<file path="src/rtl/fib_pkg.sv">
// Shared widths, depth and term type for the Fibonacci stream path.
package fib_pkg;

  localparam int FIB_DATA_W    = 16;
  localparam int FIB_BUF_DEPTH = 8;

  typedef logic [FIB_DATA_W-1:0] fib_term_t;

  // Occupancy needs one extra bit so that "full" (== depth) is representable.
  function automatic int fib_cnt_w(input int depth);
    return $clog2(depth) + 1;
  endfunction

endpackage

</file>
<file path="src/rtl/fib_fifo_mem.sv">
// DEPTH x DATA_W storage: one synchronous write port, asynchronous read port.
// No backpressure here; the caller decides when we is safe to assert.
module fib_fifo_mem
  import fib_pkg::*;
#(
  parameter int DATA_W = FIB_DATA_W,
  parameter int DEPTH  = FIB_BUF_DEPTH,
  localparam int AW    = $clog2(DEPTH)
) (
  input  logic              clk,
  input  logic              we,
  input  logic [AW-1:0]     waddr,
  input  logic [DATA_W-1:0] wdata,
  input  logic [AW-1:0]     raddr,
  output logic [DATA_W-1:0] rdata
);

  logic [DATA_W-1:0] mem_q [DEPTH];

  // Storage is not reset; validity is tracked by the occupancy count.
  always_ff @(posedge clk) begin
    if (we) begin
      mem_q[waddr] <= wdata;
    end
  end

  assign rdata = mem_q[raddr];

endmodule

</file>
<file path="src/rtl/fib_stream_buffer.sv">
// FWFT buffer for generator terms: write-to-out_valid latency 1 cycle; gen_en drops at AFULL_LVL,
// overflow inputs are dropped with a pulse. FIB_BUF_STATS_EN adds the saturating acc_cnt port.
module fib_stream_buffer
  import fib_pkg::*;
#(
  parameter int DATA_W    = FIB_DATA_W,
  parameter int DEPTH     = FIB_BUF_DEPTH,
  parameter int AFULL_LVL = DEPTH - 2,
  localparam int AW       = $clog2(DEPTH),
  localparam int CW       = fib_cnt_w(DEPTH)
) (
  input  logic              clk,
  input  logic              rst,
  input  logic              clr,
  input  logic              in_valid,
  input  logic [DATA_W-1:0] in_data,
  output logic              gen_en,
  output logic              out_valid,
  input  logic              out_ready,
  output logic [DATA_W-1:0] out_data,
  output logic [CW-1:0]     count,
  output logic              drop,
`ifdef FIB_BUF_STATS_EN
  output logic [15:0]       acc_cnt,
`endif
  output logic              wrap_seen
);

  localparam logic [CW-1:0] DEPTH_C = CW'(DEPTH);
  localparam logic [CW-1:0] AFULL_C = CW'(AFULL_LVL);

  logic [AW-1:0]     wr_ptr_q, wr_ptr_d;
  logic [AW-1:0]     rd_ptr_q, rd_ptr_d;
  logic [CW-1:0]     count_q, count_d;
  logic              drop_q, drop_d;
  logic              wrap_q, wrap_d;
  logic              first_q, first_d;
  logic [DATA_W-1:0] last_q, last_d;
  logic              rd_raw, wr_raw, rd, wr;

  assign out_valid = (count_q != '0);
  assign rd_raw    = out_valid && out_ready;
  // A read in the same cycle frees a slot, so a full FIFO can still accept.
  assign wr_raw    = in_valid && ((count_q < DEPTH_C) || rd_raw);
  assign rd        = rd_raw && !clr;
  assign wr        = wr_raw && !clr;

  always_comb begin
    wr_ptr_d = wr_ptr_q;
    rd_ptr_d = rd_ptr_q;
    count_d  = count_q;
    drop_d   = 1'b0;
    wrap_d   = wrap_q;
    first_d  = first_q;
    last_d   = last_q;
    if (clr) begin
      wr_ptr_d = '0;
      rd_ptr_d = '0;
      count_d  = '0;
      wrap_d   = 1'b0;
      first_d  = 1'b1;
    end else begin
      drop_d = in_valid && !wr_raw;
      if (rd) begin
        rd_ptr_d = rd_ptr_q + AW'(1);
      end
      if (wr) begin
        wr_ptr_d = wr_ptr_q + AW'(1);
        // Fibonacci terms never decrease, so a smaller term means 16-bit wrap.
        if (!first_q && (in_data < last_q)) begin
          wrap_d = 1'b1;
        end
        last_d  = in_data;
        first_d = 1'b0;
      end
      if (wr && !rd) begin
        count_d = count_q + CW'(1);
      end else if (rd && !wr) begin
        count_d = count_q - CW'(1);
      end
    end
  end

  always_ff @(posedge clk or negedge rst) begin
    if (!rst) begin
      wr_ptr_q <= '0;
      rd_ptr_q <= '0;
      count_q  <= '0;
      drop_q   <= 1'b0;
      wrap_q   <= 1'b0;
      first_q  <= 1'b1;
      last_q   <= '0;
    end else begin
      wr_ptr_q <= wr_ptr_d;
      rd_ptr_q <= rd_ptr_d;
      count_q  <= count_d;
      drop_q   <= drop_d;
      wrap_q   <= wrap_d;
      first_q  <= first_d;
      last_q   <= last_d;
    end
  end

  fib_fifo_mem #(
    .DATA_W (DATA_W),
    .DEPTH  (DEPTH)
  ) u_mem (
    .clk   (clk),
    .we    (wr),
    .waddr (wr_ptr_q),
    .wdata (in_data),
    .raddr (rd_ptr_q),
    .rdata (out_data)
  );

  assign gen_en    = (count_q < AFULL_C) && !clr;
  assign count     = count_q;
  assign drop      = drop_q;
  assign wrap_seen = wrap_q;

`ifdef FIB_BUF_STATS_EN
  logic [15:0] acc_cnt_q, acc_cnt_d;

  always_comb begin
    acc_cnt_d = acc_cnt_q;
    if (clr) begin
      acc_cnt_d = '0;
    end else if (wr && (acc_cnt_q != 16'hFFFF)) begin
      acc_cnt_d = acc_cnt_q + 16'd1;
    end
  end

  always_ff @(posedge clk or negedge rst) begin
    if (!rst) begin
      acc_cnt_q <= '0;
    end else begin
      acc_cnt_q <= acc_cnt_d;
    end
  end

  assign acc_cnt = acc_cnt_q;
`endif

endmodule
</file>
<file path="config.mk">
export PLATFORM = sky130hd
export DESIGN_NAME = fib_stream_buffer
export DESIGN_NICKNAME = d
export VERILOG_FILES = /design/src/rtl/fib_pkg.sv /design/src/rtl/fib_fifo_mem.sv /design/src/rtl/fib_stream_buffer.sv
export SDC_FILE = /design/constraint.sdc
export NUM_CORES = 1
export LEC_CHECK = 0
export ABC_AREA = 1
export CAP_MARGIN = 20
export CORE_MARGIN = 5
export CORE_UTILIZATION = 39
export CTS_CLUSTER_DIAMETER = 120
export CTS_CLUSTER_SIZE = 12
export DETAILED_ROUTE_END_ITERATION = 16
export GPL_TIMING_DRIVEN = 0
export PLACE_DENSITY_LB_ADDON = 0.1
export SYNTH_ARGS = -nofsm -noshare
export SYNTH_HDL_FRONTEND = slang
export SYNTH_SLANG_ARGS = --single-unit
</file>
<file path="constraint.sdc">
create_clock -name clk -period 2.4 [get_ports clk]
set_input_delay 0.48 -clock clk [delete_from_list [all_inputs] [get_ports clk]]
set_output_delay 0.48 -clock clk [all_outputs]
set_load 0.05 [all_outputs]
</file>
==> flow_metrics.py, run 1 <==
metrics = {
    "layout": {
        "antenna_cells_inserted": 0,
        "layout.nets": 698,
        "seq_area_um2": 4572,
        "stdcell_area_um2": 8423,
        "final_layout_size_suffix_gt1_frac": 0.1985,
        "stdcell_count": 890,
        "synthToLayoutAreaGrowth_pct": 27.21,
        "multi_input_comb_area_um2": 1912,
        "fillCellCount": 1456,
    },
    "routing": {
        "routed_wire_length_per_instance_um": 18.33,
        "drtPass1Iterations": 6,
        "antenna_left": 0,
        "detail_route.iter0.violations": 248,
        "route.detailed.vias_per_inst": 4.992,
        "route.detailed.drc": 0,
        "total_wirelength_um": 16320,
        "detailroute.via_count": 4443,
    },
    "floorplan": {
        "fp.dieArea_um2": 19680,
        "boundaryPins": 45,
        "placeableCoreArea_um2": 16640,
        "std_cell_rows": 47,
        "die_outline_height_um": 140.3,
        "die_width_um": 140.3,
        "initial_core_util": 0.3979,
    },
    "synth": {
        "synth.lib_cells_used.distinct": 35,
        "synth_top_cells_by_area": "sky130_fd_sc_hd__edfxtp_1 (58%), sky130_fd_sc_hd__dfrtp_1 (11%), sky130_fd_sc_hd__nor2_1 (7.2%)",
        "ys_dominant_reg_cell": "sky130_fd_sc_hd__edfxtp_1",
        "synthesis.instances": 571,
        "post-synth-top-count-cell": "sky130_fd_sc_hd__edfxtp_1",
        "synth_top_cells_by_count": "sky130_fd_sc_hd__edfxtp_1 (128), sky130_fd_sc_hd__nor2_1 (127), sky130_fd_sc_hd__o21ai_0 (84)",
        "synth_largest_area_cell": "sky130_fd_sc_hd__edfxtp_1",
        "yosys_warnings": 0,
        "synthesized_netlist_net_count": 612,
        "synth.ff_latch_count": 157,
        "number_of_enable_type_register_cells_in_the_synthesized_netlist": 128,
        "post-synth-top-area-fraction": 0.5805,
        "syn-mean-instance-area_um2": 11.60,
        "synth_area_um2": 6621,
        "synthArstFlopShare": 0.1847,
        "synth_sequential_area_ratio": 0.6903,
    },
    "setup_path": {
        "startpoint_type": "register",
        "path_max_fanout": 7,
        "worst_path_largest_cell_delay_ps": 410,
        "worst-endpoint-required_ps": 1920,
        "cell_mode_on_critical_path": "sky130_fd_sc_hd__buf_8",
        "critical_path.slowest_cell": "sky130_fd_sc_hd__dfrtp_1",
        "worst_ep_arrival_time_ps": 2060,
        "criticalPathCategory": "reg2out",
        "critical_path.cell_chain": "buf_6 > inv_4 > buf_8 > buf_8 > nor2_4 > o22ai_2 > nor2_1 > a31oi_1 > buf_4",
        "worst_setup_path_end_kind": "primary output",
    },
    "timing": {
        "worst_slack_ps": -144.1,
        "max_slew_margin": 0.5744,
        "skew_ps": 9.794,
        "period_share": 1.060,
        "worstMarginPinSlew_ps": 638.3,
        "clock.fmax_ghz": 0.3931,
        "finalMaxSlewViolations": 0,
        "setup_viol": 16,
        "final-hold-violation-count": 0,
        "grt_setup_unrepaired": "yes",
        "post-route-min-period_ps": 2544,
        "fin_worst_hold_slack_ps": 381.5,
    },
    "placed_design": {
        "placed_instance_area_um2": 7518,
        "gp_routability_congestion": 0.8129,
        "place_worst_setup_slack_ps": -727.8,
        "dp.cells": 845,
        "portBuffers": 44,
        "dpl.hpwl_um": 11130,
    },
    "power": {
        "power_per_cell_area_nw_per_um2": 1035,
        "total_power_mw": 8.719,
        "peak_supply_drop_uv": 566.9,
        "p_leak_nw": 3.155,
    },
    "clock_network": {
        "ctsHtreeMaxLevel": 4,
        "cts_root_buf": "sky130_fd_sc_hd__clkbuf_16",
        "cts_made_buffers": 17,
        "path_clk_slew_ps": 60,
        "cts.hold.buffers_added": 0,
        "tritoncts_num_sinks": 157,
        "max-clock-path-buffers": 2,
        "cts_tree": "yes",
        "worst_skew_pair.late_latency_ps": 420,
    },
    "global_route": {
        "global_route.overflow_total": 0,
        "antenna_found_initial": 0,
        "gr-usage-all-layers": 0.1718,
        "grt_max_degree": 19,
        "global_route_wire_length_before_repair_um": 25250,
        "via_count_of_the_first_global_routing_pass": 4359,
    },
    "run": {
        "maxCapViolations": 0,
    },
    "worst_hold_path": {
        "min_path_type": "in2async",
    },
    "outcome": {
        "failed_checks": "setup timing",
        "run_status": "finished, violations left",
    },
}
==> final timing paths <==
kind | startpoint | endpoint | slack, ps | depth (start not counted)
worst max register to register | count[3]$_DFFE_PN0P_ | count[3]$_DFFE_PN0P_ | 240 | 13
worst min register to register | first_q$_DFFE_PN1P_ | first_q$_DFFE_PN1P_ | 500 | 2
min in group clk | first_q$_DFFE_PN1P_ | first_q$_DFFE_PN1P_ | 500 | 2
worst max-delay path | rd_ptr_q[0]$_DFFE_PN0P_ | out_data[12] | -140 | 9
worst min-delay path | rst | count[0]$_DFFE_PN0P_ | 380 | 2
max in group asynchronous | rst | first_q$_DFFE_PN1P_ | 1620 | 3
==> through the flow <==
| stage | util | setup TNS [ps] |
|---|---|---|
| 5_1_grt | 0.5061 | -2837 |
| 2_1_floorplan | - | 0 |
| 3_3_place_gp | 0.4414 | -148440 |
| 3_5_place_dp | 0.4518 | -56840 |
| 6_report | 0.5061 | -1272 |
| 4_1_cts | 0.4994 | -1764 |
==> per-layer routing <==
metal | track usage | routed length (um) | vias to the layer above
li1 | - | - | 2192
met1 | 0.2254 | 7186 | 2135
met2 | 0.2888 | 8211 | 99
met3 | 0.03306 | 696 | 17
met4 | 0.05507 | 220 | 0
met5 | 0 | 0 | -
==> layout make-up <==
| type | count | share of cell area |
|---|---|---|
| buffer | 26 | 0.02555 |
| inverter | 40 | 0.01812 |
| tap | 220 | 0.03268 |
| multi-input combinational | 348 | 0.2270 |
| clock buffer | 20 | 0.05422 |
| timing repair buffer | 67 | 0.08274 |
| sequential | 157 | 0.5428 |
| clock inverter | 12 | 0.01693 |
==> registers in the layout, summed over array words and instances (netlist names) <==
signal and cells:
first_q 1, drop 1, rd_ptr_q 3, count 4, wr_ptr_q 3, wrap_seen 1, last_q 16, u_mem.mem_q 128
==> critical path: cells and delay by family (launching register included) <==
kind	cells	cell delay (ps)
simple gates	2	110
flops	1	410
buf+inv	5	730
compound gates	2	390
==> cells in the final DEF, fill, tap and decap left out, drive strengths merged, types with 6 or more instances in the layout <==
cell,count
nor2,131
edfxtp,128
o21ai,88
buf,53
nand2,50
inv,40
clkbuf,32
dfrtp,28
clkdlybuf4s50,26
ha,19
o22ai,18
a31oi,17
a21oi,8
clkinv,6
==> power by group <==
group	switching, mW	leakage (nW)	internal [mW]
combinational	1.82	1.35	0.997
clock	1.03	0.285	1.68
sequential	0.0725	1.52	3.12
total	2.92	3.15	5.80
==> cells by family after synthesis <==
group                    count (synthesis)  share of synthesized area
AO/OA/AOI/OAI                          136                     0.1121
XOR/XNOR                                 1                   0.001323
adder cells (fa/ha/maj)                 20                    0.03893
buffers and inverters                   66                    0.04138
flip-flops                             157                     0.6903
AND/OR/NAND/NOR                        191                     0.1160
==> what timing repair did <==
item                       4_1_cts  5_1_grt
buffers inserted                 8        4
setup endpoints to repair       55       67
cloned                           1        0
pin swaps                       16       18
gates resized for setup        173       24
(Power assumes the default switching activity.)
==> inputs of run 2 (changes only) <==
--- a/config.mk
+++ b/config.mk
@@ -14,6 +14,7 @@
 export DETAILED_ROUTE_END_ITERATION = 16
 export GPL_TIMING_DRIVEN = 0
 export PLACE_DENSITY_LB_ADDON = 0.1
+export RECOVER_POWER = 50
 export SYNTH_ARGS = -nofsm -noshare
 export SYNTH_HDL_FRONTEND = slang
 export SYNTH_SLANG_ARGS = --single-unit
==> flow_metrics.py, run 2 (synthesis results as in run 1) <==
metrics = {
    "power": {
        "power_per_cell_area_nw_per_um2": 1035,
        "peak_supply_drop_uv": 561.5,
        "total_power_mw": 8.671,
        "p_leak_nw": 3.146,
        "p_comb_frac": 0.321,
        "p_switching_mw": 2.896,
        "power.clock.fraction": 0.311,
        "internal_power_mw": 5.774,
        "switching_share": 0.3340,
        "power.sequential.fraction": 0.368,
    },
    "global_route": {
        "antenna_found_initial": 0,
        "via_count_of_the_first_global_routing_pass": 4359,
        "gr-usage-all-layers": 0.1718,
        "global_route_wire_length_before_repair_um": 25250,
        "grt_max_degree": 19,
        "global_route.overflow_total": 0,
    },
    "timing": {
        "period_share": 1.057,
        "clock.fmax_ghz": 0.3941,
        "worst_slack_ps": -137.6,
        "finalMaxSlewViolations": 0,
        "setup_viol": 16,
        "post-route-min-period_ps": 2538,
        "grt_setup_unrepaired": "yes",
        "worstMarginPinSlew_ps": 1018,
        "max_slew_margin": 0.3213,
        "final-hold-violation-count": 0,
        "tns_ps": -1138,
        "skew_ps": 21.45,
    },
    "setup_path": {
        "critical_path.n_buffers_inverters": 5,
        "worst_ep_arrival_time_ps": 2060,
        "cell_mode_on_critical_path": "sky130_fd_sc_hd__buf_8",
        "worst_setup_path_end_kind": "primary output",
        "end_of_the_worst_register_to_register_path": "count[3]$_DFFE_PN0P_",
        "worst-r2r-cell-count": 13,
        "crit_path_start": "rd_ptr_q[0]$_DFFE_PN0P_",
        "startpoint_type": "register",
        "reg2reg_setup_slack_ps": 270,
        "worst-endpoint-required_ps": 1920,
        "source_of_the_worst_register_to_register_timing_path": "count[3]$_DFFE_PN0P_",
        "criticalPathCategory": "reg2out",
        "critical_path.cell_chain": "buf_6 > inv_4 > buf_8 > buf_8 > nor2_4 > o22ai_2 > nor2_1 > a31oi_1 > buf_4",
        "path_max_fanout": 7,
        "worst_path_dominant_cell_family": "buffers and inverters",
        "critical_path.slowest_cell": "sky130_fd_sc_hd__dfrtp_1",
        "worst_path_largest_cell_delay_ps": 410,
    },
    "clock_network": {
        "cts_tree": "yes",
        "worst_skew_pair.late_latency_ps": 430,
        "cts_root_buf": "sky130_fd_sc_hd__clkbuf_16",
        "max-clock-path-buffers": 2,
        "tritoncts_num_sinks": 157,
        "cts.hold.buffers_added": 0,
        "ctsHtreeMaxLevel": 4,
        "path_clk_slew_ps": 60,
        "cts_made_buffers": 17,
    },
    "layout": {
        "layout.nets": 698,
        "multi_input_comb_area_um2": 1892,
        "top_register": "u_mem.mem_q",
        "synthToLayoutAreaGrowth_pct": 26.57,
        "seq_area_um2": 4572,
        "fillCellCount": 1461,
        "postLayoutCoreUtil": 0.5036,
        "final_layout_size_suffix_gt1_frac": 0.1910,
        "largest_reg_flops": 128,
        "mostFrequentLayoutCells": "sky130_fd_sc_hd__edfxtp_1 (128), sky130_fd_sc_hd__nor2_1 (117), sky130_fd_sc_hd__o21ai_0 (72), sky130_fd_sc_hd__nand2_1 (48), sky130_fd_sc_hd__inv_1 (32)",
        "most_common_cell_after_layout_fill_and_taps_aside": "sky130_fd_sc_hd__edfxtp_1",
        "antenna_cells_inserted": 0,
    },
    "floorplan": {
        "std_cell_rows": 47,
        "initial_core_util": 0.3979,
        "die_outline_height_um": 140.3,
        "die_width_um": 140.3,
        "fp.dieArea_um2": 19680,
        "boundaryPins": 45,
        "placeableCoreArea_um2": 16640,
    },
    "worst_hold_path": {
        "worst_hold_path_depth": 2,
        "min_from": "first_q$_DFFE_PN1P_",
        "min_path_type": "reg2reg",
        "min_delay_worst_endpoint": "first_q$_DFFE_PN1P_",
    },
    "routing": {
        "route.detailed.drc": 0,
        "drtPass1Iterations": 4,
        "route.detailed.vias_per_inst": 4.934,
        "total_wirelength_um": 16270,
        "detailroute.via_count": 4391,
        "routed_wire_length_per_instance_um": 18.28,
        "antenna_left": 0,
        "detail_route.iter0.violations": 264,
    },
    "placed_design": {
        "place_worst_setup_slack_ps": -727.8,
        "portBuffers": 44,
        "dpl.hpwl_um": 11130,
        "gp_routability_congestion": 0.8129,
    },
    "run": {
        "maxCapViolations": 0,
    },
    "outcome": {
        "run_status": "finished, violations left",
        "failed_checks": "setup timing",
    },
}
[run 2: power by group through the flow]
stage	combinational, mW	sequential, mW	clock (mW)
2_1_floorplan	1.60	3.34	0
3_3_place_gp	2.51	3.25	0
3_5_place_dp	2.58	3.25	0
4_1_cts	2.78	3.19	2.75
5_1_grt	3.02	3.21	2.88
6_report	2.78	3.19	2.70
[run 2: layer usage]
layer | share of wire | global-route usage | up-vias
li1 | - | - | 2187
met1 | 0.43 | 0.2254 | 2106
met2 | 0.51 | 0.2888 | 94
met3 | 0.057 | 0.03306 | 4
met4 | 0.0044 | 0.05507 | 0
met5 | 0 | 0 | -
[run 2: area by class of cell]
cell class / count / area share
well taps: 220 / 0.03285
clock buffers: 20 / 0.05449
clock inverters: 12 / 0.01702
multi-input cells: 348 / 0.2257
plain buffers: 26 / 0.02568
flip-flops and latches: 157 / 0.5455
repair buffers: 67 / 0.08047
inverters: 40 / 0.01821
[run 2: worst max-delay path by stage]
stage,end,slack [ps],cells after the start
floorplan,u_mem.mem_q[0][0]$_DFFE_PP_,10,7
global placement,u_mem.mem_q[3][2]$_DFFE_PP_,-1250,7
detailed placement,out_data[12],-730,7
CTS,out_data[12],-140,9
global route,out_data[12],-220,9
finish,out_data[12],-140,9
[run 2: timing repair]
action                                  CTS  global route
cloned                                    1             0
pin swaps                                16            18
resized for setup                       173            24
buffers inserted                          8             4
endpoints found under the setup margin   55            67
[run 2: worst min-delay path, stage by stage, from the launching register on]
cell and delay (ps):
sky130_fd_sc_hd__dfstp_2 370, sky130_fd_sc_hd__nor2_1 70, sky130_fd_sc_hd__nor2_1 50
[run 2: per-stage QoR]
stage | hold slack, ps | cell area (um2) | cells
final | 495.4 | 8381 | 890
after floorplan | 184.4 | 6630 | 571
after detailed placement | 488.1 | 7518 | 845
after CTS | 373.9 | 8312 | 886
after global routing | 540.9 | 8381 | 890
after global placement | 487.3 | 7346 | 835
